<file path="src/rtl/lsu_pkg.sv">
// Shared constants for the load/store sequencer: opcodes, FSM states and
// instruction field positions.
package lsu_pkg;

  localparam logic [5:0] OP_LW = 6'h23;
  localparam logic [5:0] OP_SW = 6'h2B;

  localparam int OPC_HI = 31;
  localparam int OPC_LO = 26;
  localparam int RS_HI  = 25;
  localparam int RS_LO  = 21;
  localparam int RT_HI  = 20;
  localparam int RT_LO  = 16;
  localparam int IMM_HI = 15;
  localparam int IMM_LO = 0;

  typedef enum logic [1:0] {
    IDLE = 2'd0,
    ADDR = 2'd1,
    REQ  = 2'd2,
    FIN  = 2'd3
  } lsu_state_e;

  function automatic logic is_mem_op(input logic [5:0] opc);
    return (opc == OP_LW) || (opc == OP_SW);
  endfunction

endpackage

</file>
<file path="src/rtl/lsu_wait_timer.sv">
// Memory wait counter: cleared outside the request phase, counts cycles
// without mem_ready.
module lsu_wait_timer #(
  parameter int TIMEOUT = 15
) (
  input  logic clk,
  input  logic reset,
  input  logic clear,
  input  logic en,
  output logic expired
);

  logic [7:0] count;

  always_ff @(posedge clk or negedge reset) begin
    if (!reset) begin
      count <= '0;
    end else if (clear) begin
      count <= '0;
    end else if (en) begin
      count <= count + 8'd1;
    end
  end

  // Flags the wait cycle whose increment brings the count to TIMEOUT, so the
  // request stays up for exactly TIMEOUT cycles.
  assign expired = en && (count == 8'(TIMEOUT - 1));

endmodule

</file>
<file path="src/rtl/lsu_access_ctrl.sv">
// Multi-cycle LW/SW sequencer: effective address, memory req/ready handshake
// and load write-back.
//   state | meaning
//   IDLE  | waiting for start, operands latched on acceptance
//   ADDR  | effective address computed, opcode/alignment checked
//   REQ   | mem_req held until mem_ready or timeout
//   FIN   | one-cycle done, fault and write-back strobe
module lsu_access_ctrl
  import lsu_pkg::*;
#(
  parameter int DATA_W  = 32,
  parameter int TIMEOUT = 15
) (
  input  logic              clk,
  input  logic              reset,
  input  logic              start,
  input  logic [31:0]       instruction,
  input  logic [DATA_W-1:0] Read_data1,
  input  logic [DATA_W-1:0] Read_data2,
  output logic              busy,
  output logic              done,
  output logic              fault,
  output logic              mem_req,
  output logic              mem_we,
  output logic [DATA_W-1:0] mem_addr,
  output logic [DATA_W-1:0] mem_wdata,
  input  logic              mem_ready,
  input  logic [DATA_W-1:0] mem_rdata,
  output logic              rf_we,
  output logic [4:0]        rf_waddr,
  output logic [DATA_W-1:0] rf_wdata
);

  lsu_state_e        state, state_d;
  logic [5:0]        opcode_q;
  logic [4:0]        rt_q;
  logic [15:0]       imm_q;
  logic [DATA_W-1:0] base_q;
  logic [DATA_W-1:0] wdata_q;
  logic [DATA_W-1:0] addr_q;
  logic [DATA_W-1:0] rdata_q;
  logic              fault_q, fault_d;
  logic [DATA_W-1:0] eff_addr;
  logic              is_lw;
  logic              expired;
  logic              unused_rs;

  assign unused_rs = ^instruction[RS_HI:RS_LO];

  assign eff_addr = base_q + {{(DATA_W-16){imm_q[15]}}, imm_q};
  assign is_lw    = (opcode_q == OP_LW);

  lsu_wait_timer #(.TIMEOUT(TIMEOUT)) u_wait_timer (
    .clk     (clk),
    .reset   (reset),
    .clear   (state != REQ),
    .en      ((state == REQ) && !mem_ready),
    .expired (expired)
  );

  always_comb begin
    state_d = state;
    fault_d = 1'b0;
    case (state)
      IDLE: if (start) state_d = ADDR;
      ADDR: begin
        if (!is_mem_op(opcode_q) || (eff_addr[1:0] != 2'b00)) begin
          state_d = FIN;
          fault_d = 1'b1;
        end else begin
          state_d = REQ;
        end
      end
      REQ: begin
        if (mem_ready) begin
          state_d = FIN;
        end else if (expired) begin
          state_d = FIN;
          fault_d = 1'b1;
        end
      end
      FIN:     state_d = IDLE;
      default: state_d = IDLE;
    endcase
  end

  always_ff @(posedge clk or negedge reset) begin
    if (!reset) begin
      state    <= IDLE;
      fault_q  <= 1'b0;
      opcode_q <= '0;
      rt_q     <= '0;
      imm_q    <= '0;
      base_q   <= '0;
      wdata_q  <= '0;
      addr_q   <= '0;
      rdata_q  <= '0;
    end else begin
      state   <= state_d;
      fault_q <= fault_d;
      if (state == IDLE && start) begin
        opcode_q <= instruction[OPC_HI:OPC_LO];
        rt_q     <= instruction[RT_HI:RT_LO];
        imm_q    <= instruction[IMM_HI:IMM_LO];
        base_q   <= Read_data1;
        wdata_q  <= Read_data2;
      end
      if (state == ADDR) addr_q <= eff_addr;
      if (state == REQ && mem_ready && is_lw) rdata_q <= mem_rdata;
    end
  end

  assign busy      = (state != IDLE);
  assign done      = (state == FIN);
  assign fault     = fault_q;
  assign mem_req   = (state == REQ);
  assign mem_we    = mem_req && (opcode_q == OP_SW);
  assign mem_addr  = addr_q;
  assign mem_wdata = wdata_q;
  assign rf_we     = done && is_lw && !fault_q && (rt_q != 5'd0);
  assign rf_waddr  = rt_q;
  assign rf_wdata  = rdata_q;

endmodule

</file>
<file path="config.mk">
export PLATFORM = sky130hd
export DESIGN_NAME = lsu_access_ctrl
export DESIGN_NICKNAME = d
export VERILOG_FILES = /design/src/rtl/lsu_pkg.sv /design/src/rtl/lsu_wait_timer.sv /design/src/rtl/lsu_access_ctrl.sv
export SDC_FILE = /design/constraint.sdc
export NUM_CORES = 1
export LEC_CHECK = 0
export BUFFER_PORTS_ARGS = -buffer_cell sky130_fd_sc_hd__buf_2
export CORE_MARGIN = 2
export CORE_UTILIZATION = 49
export DETAILED_ROUTE_END_ITERATION = 16
export GPL_ROUTABILITY_DRIVEN = 0
export PLACE_DENSITY = 0.83
export SYNTH_ARGS = -nofsm -noshare
export SYNTH_HDL_FRONTEND = slang
export SYNTH_SLANG_ARGS = --single-unit
export TNS_END_PERCENT = 10
</file>
<file path="constraint.sdc">
create_clock -name clk -period 2.86 [get_ports clk]
set_input_delay 0.286 -clock clk [delete_from_list [all_inputs] [get_ports clk]]
set_output_delay 0.286 -clock clk [all_outputs]
set_load 0.01 [all_outputs]
</file>
==> results.tsv, run 1 <==
stage	metric	value	unit
drt	wl_met3	1050	µm
power_and_ir_drop	p_per_area	1320	nW/µm²
sta	finClkSkew	11.1	ps
global_routing	antenna_found_initial	1	
clock_network	worstSkewPairLatency	430	ps
synthesis	synth_top_area_share	0.517	
floorplanning	die_y	132	µm
synthesis	synth_warnings	0	
global_routing	grt.overflow.total	0	
synthesis	ys_async_sr_fraction	1.00	
synthesis	synth_top_family_by_area	multiplexers	
layout	multiInputGateArea	3770	µm²
sta	tightest_slew	642	ps
synthesis	avgSynthCellArea	12.5	µm²
floorplanning	start_util	0.504	
place	dp_cells	1078	
place	pre_cts_slack	145	ps
synthesis	synth.area.mux_share	0.199	
sta	tns	0	ps
synthesis	synth-compound-area-share	0.101	
sta	fin_crit	2670	ps
synthesis	yosys.cell_types.count	62	
critical_path	crit_type	reg2reg	
clock_network	htreeDepth	4	
drt	wl_per_cell	16.9	µm
sta	final_hold_viol_count	0	
floorplanning	die_area	17400	µm²
synthesis	synth_cells	644	
synthesis	synth_fa_ha_area_frac	0.0601	
synthesis	synth_top_area_cell	dfrtp_1	
floorplanning	core-area	15900	µm²
critical_path	cp-end-kind	flop	
critical_path	critPathLaunchType	flop	
synthesis	syn_nets	814	
global_routing	grt_first_pass_wirelength	31200	µm
clock_network	clockBufferDepth	2	
clock_network	cts_setup_buffers	0	
drt	top_layer_used	met4	
sta	fin_crit_sh	0.933	
layout	synthToLayoutAreaGrowth	26.2	%
floorplanning	ios	239	
synthesis	synth-main-ff-cell	dfrtp_1	
critical_path	critPathArrivalTime	2980	ps
synthesis	synth_edf_count	0	
synthesis	syn-cell-area	8040	µm²
sta	grt_setup_unrepaired	no	
power_and_ir_drop	peakVddDrop	0.733	mV
clock_network	clock_sinks	166	
drt	first_pass_iters	6	
sta	max_freq	0.375	GHz
synthesis	ys_ff_latch	166	
sta	setup_ws	191	ps
clock_network	cts.clk_slew.worst_paths	80	ps
layout	final_cell_mix	232 x buf_2, 166 x dfrtp_1, 140 x mux2_2, 37 x ha_1, 35 x nor2_1	
drt	drt_iter0_markers	363	
synthesis	yosys-top-cells-area	dfrtp_1 52%, mux2_2 20%, ha_1 5.8%	
drt	drt_wl_total	18800	µm
synthesis	yosysSeqAreaShare	0.517	
sta	slew-limit-headroom	0.572	
floorplanning	die_w	132	µm
run	max-cap-violations	0	
drt	wl_met1	7750	µm
layout	seqCellArea	4150	µm²
layout	stdcell_count	1112	
hold_path	hold_path_class	in2reg	
power_and_ir_drop	p_leak	5.05	nW
drt	ant_nets	0	
layout	drive_gt1_frac	0.479	
place	hpwl	13700	µm
drt	drc	0	
global_routing	track_usage	0.223	
drt	route.vias.total	6058	
clock_network	cts_inserted_buffers	17	
clock_network	cts_tree	built	
global_routing	grt_pass1_vias	6222	
layout	nets	1052	
place	io_buffers	233	
layout	layout_commonest_cell	buf_2	
synthesis	synth-xor-area-share	0.0283	
critical_path	worstPathRequired	3170	ps
sta	slew_viol_final	0	
layout	num-fill-cells	1269	
global_routing	grt_max_degree	66	
critical_path	path_max_fanout	4	
synthesis	yosys.area_share.simple	0.0791	
sta	setup_violations	0	
drt	route.met2.wl	9730	µm
floorplanning	std_cell_rows	46	
clock_network	cts-root-buf	clkbuf_16	
drt	viasPerCell	5.45	
run_status	outcome	finished, final reports clean	
-- metal layers --
metal,up-vias,GRT usage
li1,2838,-
met1,3004,0.273
met2,197,0.387
met3,19,0.0631
met4,0,0.0592
met5,-,0
-- power breakdown --
part	total [mW]	switching (mW)	internal (mW)
Combinational	6.99	3.69	3.30
Clock	2.34	1.08	1.26
Sequential	4.04	0.615	3.43
-- layout make-up --
| cell class | count | area share |
|---|---|---|
| flip-flops and latches | 166 | 0.410 |
| multi-input cells | 444 | 0.372 |
| repair buffers | 245 | 0.128 |
| clock buffers | 17 | 0.0419 |
| well taps | 216 | 0.0267 |
| clock inverters | 15 | 0.0181 |
| inverters | 8 | 0.00296 |
| diodes | 1 | 0.000247 |
-- path summary, 6_finish.rpt --
| check | from | endpoint | slack, ps | cells after the start |
|---|---|---|---|---|
| setup / recovery | imm_q[0]$_DFFE_PN0P_ | mem_addr[22]$_DFFE_PN0N_ | 190 | 9 |
| hold / removal | mem_rdata[13] | rf_wdata[13]$_DFFE_PN0P_ | 80 | 2 |
| setup reg to reg | imm_q[0]$_DFFE_PN0P_ | mem_addr[22]$_DFFE_PN0N_ | 190 | 9 |
| hold reg to reg | mem_wdata[31]$_DFFE_PN0P_ | mem_wdata[31]$_DFFE_PN0P_ | 500 | 1 |
| max in group asynchronous | reset | mem_addr[21]$_DFFE_PN0N_ | 1600 | 3 |
| min in group asynchronous | reset | mem_wdata[31]$_DFFE_PN0P_ | 420 | 2 |
-- stage by stage --
stage | hold WS, ps | util | cell area (µm²) | power (mW)
2_1_floorplan | -9.59 | - | 8040 | 8.89
3_3_place_gp | 327 | 0.597 | 9510 | 10.7
3_5_place_dp | 333 | 0.597 | 9510 | 10.9
4_1_cts | 60.6 | 0.635 | 10100 | 13.4
5_1_grt | 59.5 | 0.636 | 10100 | 14.3
6_report | 80.4 | 0.636 | 10100 | 13.4
-- synth_stat cells (all sizes together), types with 3 or more instances --
master / instances
a211o: 4
a211oi: 3
a21boi: 5
a21o: 20
a21oi: 27
a221oi: 3
a31oi: 3
and2: 3
and3: 8
and4: 4
buf: 3
clkbuf: 23
dfrtp: 166
ha: 37
inv: 7
mux2: 141
nand2: 29
nand3: 15
nand4: 7
nor2: 35
nor2b: 4
nor3: 6
nor4: 3
o211ai: 6
o21ai: 13
o21bai: 3
o31ai: 5
xnor2: 13
xor2: 13
-- registers in the layout, summed over array words and instances (netlist names), 2 cells and up --
name,flops
base_q,32
mem_addr,32
mem_wdata,32
rf_wdata,32
imm_q,16
u_wait_timer.count,8
opcode_q,6
rf_waddr,5
state,2
-- repair_timing --
| item | 4_1_cts | 5_1_grt |
|---|---|---|
| resized for setup | 0 | 2 |
| endpoints found under the hold margin | 62 | 0 |
| endpoints found under the setup margin | 0 | 2 |
| hold buffers | 1 | 0 |
-- worst max-delay path, stage by stage (launching register included) --
cell	delay [ps]
dfrtp_1	380
ha_1	250
fa_2	360
a21o_1	220
and4_1	240
or2_4	260
a41o_4	280
a21boi_4	170
o21ai_0	100
a221o_1	300
-- kinds of logic after synthesis --
family | after synthesis
and+or+nand+nor | 126
buffers and inverters | 34
DFF | 166
adders and majority gates | 38
muxes | 142
AOI/OAI and AO/OA | 112
xor gates and xnor gates | 26
No activity file was read; power rests on OpenSTA's default activity.
==> run 2, diff against run 1 <==
--- a/config.mk
+++ b/config.mk
@@ -6,6 +6,7 @@
 export NUM_CORES = 1
 export LEC_CHECK = 0
 export BUFFER_PORTS_ARGS = -buffer_cell sky130_fd_sc_hd__buf_2
+export CORE_ASPECT_RATIO = 1.75
 export CORE_MARGIN = 2
 export CORE_UTILIZATION = 49
 export DETAILED_ROUTE_END_ITERATION = 16
==> run 2 against run 1 <==
Effect of this change:
- flip-flop and latch count unchanged
- global-route usage up 0.24 points
- first-iteration DRC count decreased by 47%
- power increased by 1.2%
- sequential power is essentially flat
- critical path depth did not move
- sequential share of layout area is essentially flat
- wire length rose by 1.6%
- critical path type unchanged
==> results.tsv, run 2 (synthesized netlist as in run 1, its figures left out) <==
stage	metric	value	unit	change
layout	num-fill-cells	1283		was 1269
place	dp_cells	1057		was 1078
sta	slew_viol_final	0		unchanged
hold_path	hold_path_class	in2reg		unchanged
drt	viasPerCell	5.58		was 5.45
floorplanning	die_y	173	µm	was 132 µm
critical_path	rrSetupSlack	190	ps	about the same
power_and_ir_drop	p_per_area	1330	nW/µm²	was 1320 nW/µm²
sta	setup_violations	0		unchanged
layout	fin_util	0.625		was 0.636
power_and_ir_drop	seqPwrFrac	0.300		was 0.302
layout	multiInputGateArea	3770	µm²	unchanged
clock_network	cts_inserted_buffers	17		unchanged
layout	drive_gt1_frac	0.477		was 0.479
sta	fin_crit	2670	ps	about the same
layout	layout_commonest_cell	buf_2		unchanged
sta	slew-limit-headroom	0.564		was 0.572
drt	drt_iter0_markers	192		was 363
drt	route.vias.total	6080		was 6058
clock_network	cts_tree	built		unchanged
floorplanning	core-area	16200	µm²	was 15900 µm²
layout	final_cell_mix	232 x buf_2, 166 x dfrtp_1, 140 x mux2_2, 37 x ha_1, 35 x nor2_1		unchanged
critical_path	r2r_cells	9		unchanged
sta	max_freq	0.374	GHz	was 0.375 GHz
clock_network	clock_sinks	166		unchanged
layout	synthToLayoutAreaGrowth	26.2	%	about the same
drt	wl_per_cell	17.5	µm	was 16.9 µm
critical_path	cp-end-kind	flop		unchanged
drt	first_pass_iters	4		was 6
clock_network	worstSkewPairLatency	420	ps	was 430 ps
global_routing	track_usage	0.225		was 0.223
floorplanning	ios	239		unchanged
floorplanning	die_area	17500	µm²	was 17400 µm²
clock_network	htreeDepth	4		unchanged
power_and_ir_drop	switching_share	0.385		was 0.403
floorplanning	std_cell_rows	62		was 46
run_status	outcome	finished, final reports clean		unchanged
clock_network	cts.clk_slew.worst_paths	60	ps	was 80 ps
place	io_buffers	233		unchanged
global_routing	grt.overflow.total	0		unchanged
drt	drc	0		unchanged
clock_network	cts-root-buf	clkbuf_16		unchanged
floorplanning	start_util	0.496		was 0.504
sta	tns	0	ps	unchanged
critical_path	setup.worst_path.end	mem_addr[22]$_DFFE_PN0N_		unchanged
run	max-cap-violations	0		unchanged
sta	fin_crit_sh	0.935		was 0.933
power_and_ir_drop	intPower	8.32	mW	was 7.99 mW
layout	seqCellArea	4150	µm²	unchanged
critical_path	worstPathRequired	3170	ps	about the same
power_and_ir_drop	p_leak	5.07	nW	was 5.05 nW
clock_network	clockBufferDepth	2		unchanged
drt	ant_nets	0		unchanged
floorplanning	die_w	101	µm	was 132 µm
power_and_ir_drop	power.switching	5.21	mW	was 5.38 mW
global_routing	grt_pass1_vias	6512		was 6222
sta	finClkSkew	8.70	ps	was 11.1 ps
critical_path	critPathArrivalTime	2980	ps	about the same
sta	final_hold_viol_count	0		unchanged
sta	grt_setup_unrepaired	no		unchanged
power_and_ir_drop	p_comb_frac	0.518		was 0.523
power_and_ir_drop	clockPowerShare	0.182		was 0.175
global_routing	antenna_found_initial	2		was 1
critical_path	critPathLaunchType	flop		unchanged
sta	tightest_slew	654	ps	was 642 ps
clock_network	cts_setup_buffers	0		unchanged
layout	stdcell_count	1090		was 1112
drt	drt_wl_total	19100	µm	was 18800 µm
layout	nets	1055		was 1052
sta	timing.hold.ws	91.4	ps	was 80.4 ps
power_and_ir_drop	peakVddDrop	0.637	mV	was 0.733 mV
critical_path	path_max_fanout	4		unchanged
critical_path	r2r_end	mem_addr[22]$_DFFE_PN0N_		unchanged
place	hpwl	14500	µm	was 13700 µm
critical_path	worstSetupStartpoint	imm_q[0]$_DFFE_PN0P_		unchanged
critical_path	crit_type	reg2reg		unchanged
global_routing	grt_max_degree	70		was 66
global_routing	grt_first_pass_wirelength	30900	µm	was 31200 µm
critical_path	r2r_start	imm_q[0]$_DFFE_PN0P_		unchanged
[run 2: cell count changes in the layout (fill, tap and decap cells not counted)]
cell,before,now
buf_12,3,2
clkinv_4,3,0
clkinv_2,1,4
bufinv_16,1,5
clkbuf_8,0,1
buf_4,8,12
inv_6,2,0
clkinvlp_4,0,1
inv_8,5,0
clkinv_8,3,0
clkbuf_1,0,3
[run 2: per-layer routing]
layer  up-vias  wire (µm)  GRT usage  part of all wire
li1       2849          -          -                 -
met1      2979       6840      0.235              0.36
met2       203      10500      0.417              0.55
met3        47       1140     0.0552             0.060
met4         2        569     0.0925             0.030
met5         -         11          0           0.00058
[run 2: cell type report]
class                      count  area share
sequential                   166       0.410
antenna                        1    0.000247
clock buffer                  21      0.0444
multi-input combinational    444       0.372
tap                          192      0.0237
inverter                       8     0.00296
clock inverter                10      0.0175
timing repair buffer         248       0.129
[run 2: timing repair]
| item | CTS | global route |
|---|---|---|
| hold buffers | 1 | 0 |
| endpoints found under the hold margin | 67 | 0 |
| setup endpoints to repair | 0 | 1 |
| gates resized for setup | 0 | 2 |
[run 2: worst min path at each step]
stage,start,end,cells after the start
4_1_cts,Read_data1[20],base_q[20]$_DFFE_PN0P_,2
3_3_place_gp,reset,base_q[12]$_DFFE_PN0P_,1
5_1_grt,Read_data1[4],base_q[4]$_DFFE_PN0P_,2
3_5_place_dp,reset,imm_q[12]$_DFFE_PN0P_,1
6_report,mem_rdata[11],rf_wdata[11]$_DFFE_PN0P_,2
2_1_floorplan,reset,base_q[0]$_DFFE_PN0P_,0
[run 2: critical path, stage by stage (launching register included)]
cell and delay [ps]:
dfrtp_1 380, ha_1 240, fa_2 370, a21o_1 230, and4_1 220, or2_4 260
a41o_4 280, a21boi_4 180, o21ai_0 90, a221o_1 300
[run 2: stage by stage]
step / total power [mW] / setup WS (ps) / area [µm²]
after floorplan: 8.89 / 315 / 8040
after global placement: 10.8 / 159 / 9490
after detailed placement: 11.0 / 136 / 9490
after CTS: 13.6 / 118 / 10100
after global routing: 14.5 / 59.6 / 10100
final: 13.5 / 185 / 10100
[run 2: power by group through the flow]
stage | Sequential (mW) | Clock, mW | Combinational, mW
after floorplan | 4.26 | 0 | 4.62
after global placement | 4.04 | 0 | 6.75
after detailed placement | 4.09 | 0 | 6.93
after CTS | 4.06 | 2.51 | 6.99
after global routing | 4.19 | 2.60 | 7.69
final | 4.06 | 2.46 | 7.02
==> run 3, diff against run 2 <==
==> constraint.sdc (replaced) <==
create_clock -name clk -period 2.5 [get_ports clk]
set_input_delay 0.25 -clock clk [delete_from_list [all_inputs] [get_ports clk]]
set_output_delay 0.25 -clock clk [all_outputs]
set_load 0.01 [all_outputs]
==> run 3 against run 2 <==
Effect of this change:
- combinational power up 30%
- core utilization up 2.1 points
- power up 21%
- final area up 3.3%
- flip-flop and latch count unchanged
- cell count up 3.1%
- setup slack worse by 140 ps
- global-route usage up 1.2 points
- critical path type unchanged
- first-iteration DRC count up 37%
- count of clock-buffer cells in the layout down 2
- register-to-register slack worse by 140 ps
- largest power group unchanged
- wire length up 5.1%
==> results.tsv, run 3 (synthesized netlist as in run 1, its figures left out) <==
stage	metric	value	unit	change
layout	stdcell_count	1124		was 1090
power_and_ir_drop	p_per_area	1560	nW/µm²	was 1330 nW/µm²
critical_path	critPathArrivalTime	2760	ps	was 2980 ps
drt	drc	0		unchanged
sta	grt_setup_unrepaired	yes		was no
hold_path	hold_path_class	in2reg		unchanged
layout	num-fill-cells	1271		was 1283
global_routing	grt_first_pass_wirelength	32600	µm	was 30900 µm
global_routing	grt_pass1_vias	6736		was 6512
sta	slew-limit-headroom	0.604		was 0.564
clock_network	worstSkewPairLatency	430	ps	was 420 ps
place	pre_cts_slack	-94.1	ps	was 136 ps
sta	timing.hold.ws	47.6	ps	was 91.4 ps
power_and_ir_drop	p_leak	5.22	nW	was 5.07 nW
drt	wl_met1	6950	µm	was 6840 µm
place	hpwl	15000	µm	was 14500 µm
drt	first_pass_iters	4		unchanged
floorplanning	start_util	0.496		unchanged
power_and_ir_drop	peakVddDrop	0.616	mV	was 0.637 mV
sta	final_hold_viol_count	0		unchanged
power_and_ir_drop	clockPowerShare	0.161		was 0.182
sta	slew_viol_final	0		unchanged
sta	setup_violations	0		unchanged
sta	tns	0	ps	unchanged
layout	drive_gt1_frac	0.521		was 0.477
drt	route.vias.total	6304		was 6080
floorplanning	std_cell_rows	62		unchanged
sta	fin_crit	2450	ps	was 2670 ps
power_and_ir_drop	intPower	9.95	mW	was 8.32 mW
drt	route.met2.wl	11200	µm	was 10500 µm
critical_path	worstSetupStartpoint	base_q[0]$_DFFE_PN0P_		was imm_q[0]$_DFFE_PN0P_
power_and_ir_drop	switching_share	0.393		was 0.385
drt	drt_iter0_markers	263		was 192
global_routing	antenna_found_initial	1		was 2
power_and_ir_drop	power.switching	6.45	mW	was 5.21 mW
drt	top_layer_used	met4		was met5
hold_path	min_from	Read_data1[17]		was mem_rdata[11]
critical_path	critPathLaunchType	flop		unchanged
floorplanning	die_w	101	µm	unchanged
clock_network	cts-root-buf	clkbuf_16		unchanged
global_routing	grt.overflow.total	0		unchanged
clock_network	clockBufferDepth	2		unchanged
run	max-cap-violations	0		unchanged
layout	layout_commonest_cell	buf_2		unchanged
drt	viasPerCell	5.61		was 5.58
clock_network	cts_inserted_buffers	17		unchanged
critical_path	path_max_fanout	3		was 4
clock_network	cts.clk_slew.worst_paths	70	ps	was 60 ps
global_routing	track_usage	0.237		was 0.225
clock_network	clock_sinks	166		unchanged
floorplanning	ios	239		unchanged
floorplanning	core-area	16200	µm²	unchanged
critical_path	worstPathRequired	2810	ps	was 3170 ps
layout	nets	1088		was 1055
critical_path	r2r_start	base_q[0]$_DFFE_PN0P_		was imm_q[0]$_DFFE_PN0P_
run_status	outcome	finished, final reports clean		unchanged
place	dp_cells	1088		was 1057
place	io_buffers	233		unchanged
floorplanning	die_area	17500	µm²	unchanged
layout	final_cell_mix	232 x buf_2, 165 x dfrtp_1, 140 x mux2_2, 44 x buf_4		was 232 x buf_2, 166 x dfrtp_1, 140 x mux2_2, 37 x ha_1, 35 x nor2_1
floorplanning	die_y	173	µm	unchanged
sta	finClkSkew	7.78	ps	was 8.70 ps
layout	synthToLayoutAreaGrowth	30.4	%	was 26.2%
sta	setup_ws	47.8	ps	was 185 ps
sta	tightest_slew	595	ps	was 654 ps
drt	ant_nets	0		unchanged
layout	seqCellArea	4160	µm²	was 4150 µm²
power_and_ir_drop	seqPwrFrac	0.284		was 0.300
layout	multiInputGateArea	3880	µm²	was 3770 µm²
drt	wl_met3	1160	µm	was 1140 µm
global_routing	grt_max_degree	64		was 70
clock_network	htreeDepth	4		unchanged
sta	max_freq	0.408	GHz	was 0.374 GHz
critical_path	cp-end-kind	flop		unchanged
clock_network	cts_tree	built		unchanged
critical_path	crit_type	reg2reg		unchanged
drt	wl_per_cell	17.8	µm	was 17.5 µm
drt	drt_wl_total	20100	µm	was 19100 µm
sta	fin_crit_sh	0.981		was 0.935
power_and_ir_drop	p_comb_frac	0.555		was 0.518
-- run 3: power by group through the flow --
| stage | Combinational [mW] | Clock [mW] | Sequential, mW |
|---|---|---|---|
| floorplan | 5.29 | 0 | 4.88 |
| global placement | 8.36 | 0 | 4.61 |
| detailed placement | 8.61 | 0 | 4.67 |
| CTS | 8.76 | 2.70 | 4.64 |
| global route | 9.90 | 2.80 | 4.80 |
| finish | 9.10 | 2.65 | 4.65 |
-- run 3: layout make-up --
type                       count  area share
clock inverter                13      0.0142
tap                          192      0.0229
timing repair buffer         281       0.150
sequential                   166       0.397
clock buffer                  19      0.0432
inverter                       8     0.00287
antenna                        1    0.000239
multi-input combinational    444       0.370
-- run 3: worst max-delay path: stages (launching register included) --
cell      delay [ps]
dfrtp_1          390
ha_2             200
fa_2             350
a21o_1           180
and4_1           190
or2_4            250
a41o_4           240
a21boi_4         180
o21ai_1           80
a221o_1          290
-- run 3: what timing repair did --
| action | in CTS | in global routing |
|---|---|---|
| setup buffers | 1 | 1 |
| gates resized for setup | 5 | 21 |
| pin swaps | 2 | 13 |
| hold endpoints to repair | 60 | 0 |
| hold buffers | 1 | 0 |
| setup endpoints to repair | 10 | 15 |
-- run 3: through the flow --
step	cell area (µm²)	power, mW	utilization
finish	10500	16.4	0.646
global route	10500	17.5	0.646
CTS	10400	16.1	0.640
detailed placement	9740	13.3	0.601
global placement	9740	13.0	0.601
floorplan	8040	10.2	-
-- run 3: final timing paths --
kind                            depth (start not counted)                  endpoint  slack [ps]
worst max-delay path                                    9  mem_addr[22]$_DFFE_PN0N_          50
worst min-delay path                                    2    base_q[17]$_DFFE_PN0P_          50
worst min register to register                          2  mem_addr[16]$_DFFE_PN0N_         490
min in group asynchronous                               2   mem_addr[9]$_DFFE_PN0N_         360
max in group asynchronous                               3     imm_q[15]$_DFFE_PN0P_        1330
worst max register to register                          9  mem_addr[22]$_DFFE_PN0N_          50
-- run 3: per-layer routing --
layer	global-route usage	up-vias
met5	0	-
met4	0.111	0
met3	0.0548	59
met2	0.439	230
met1	0.245	3099
li1	-	2916
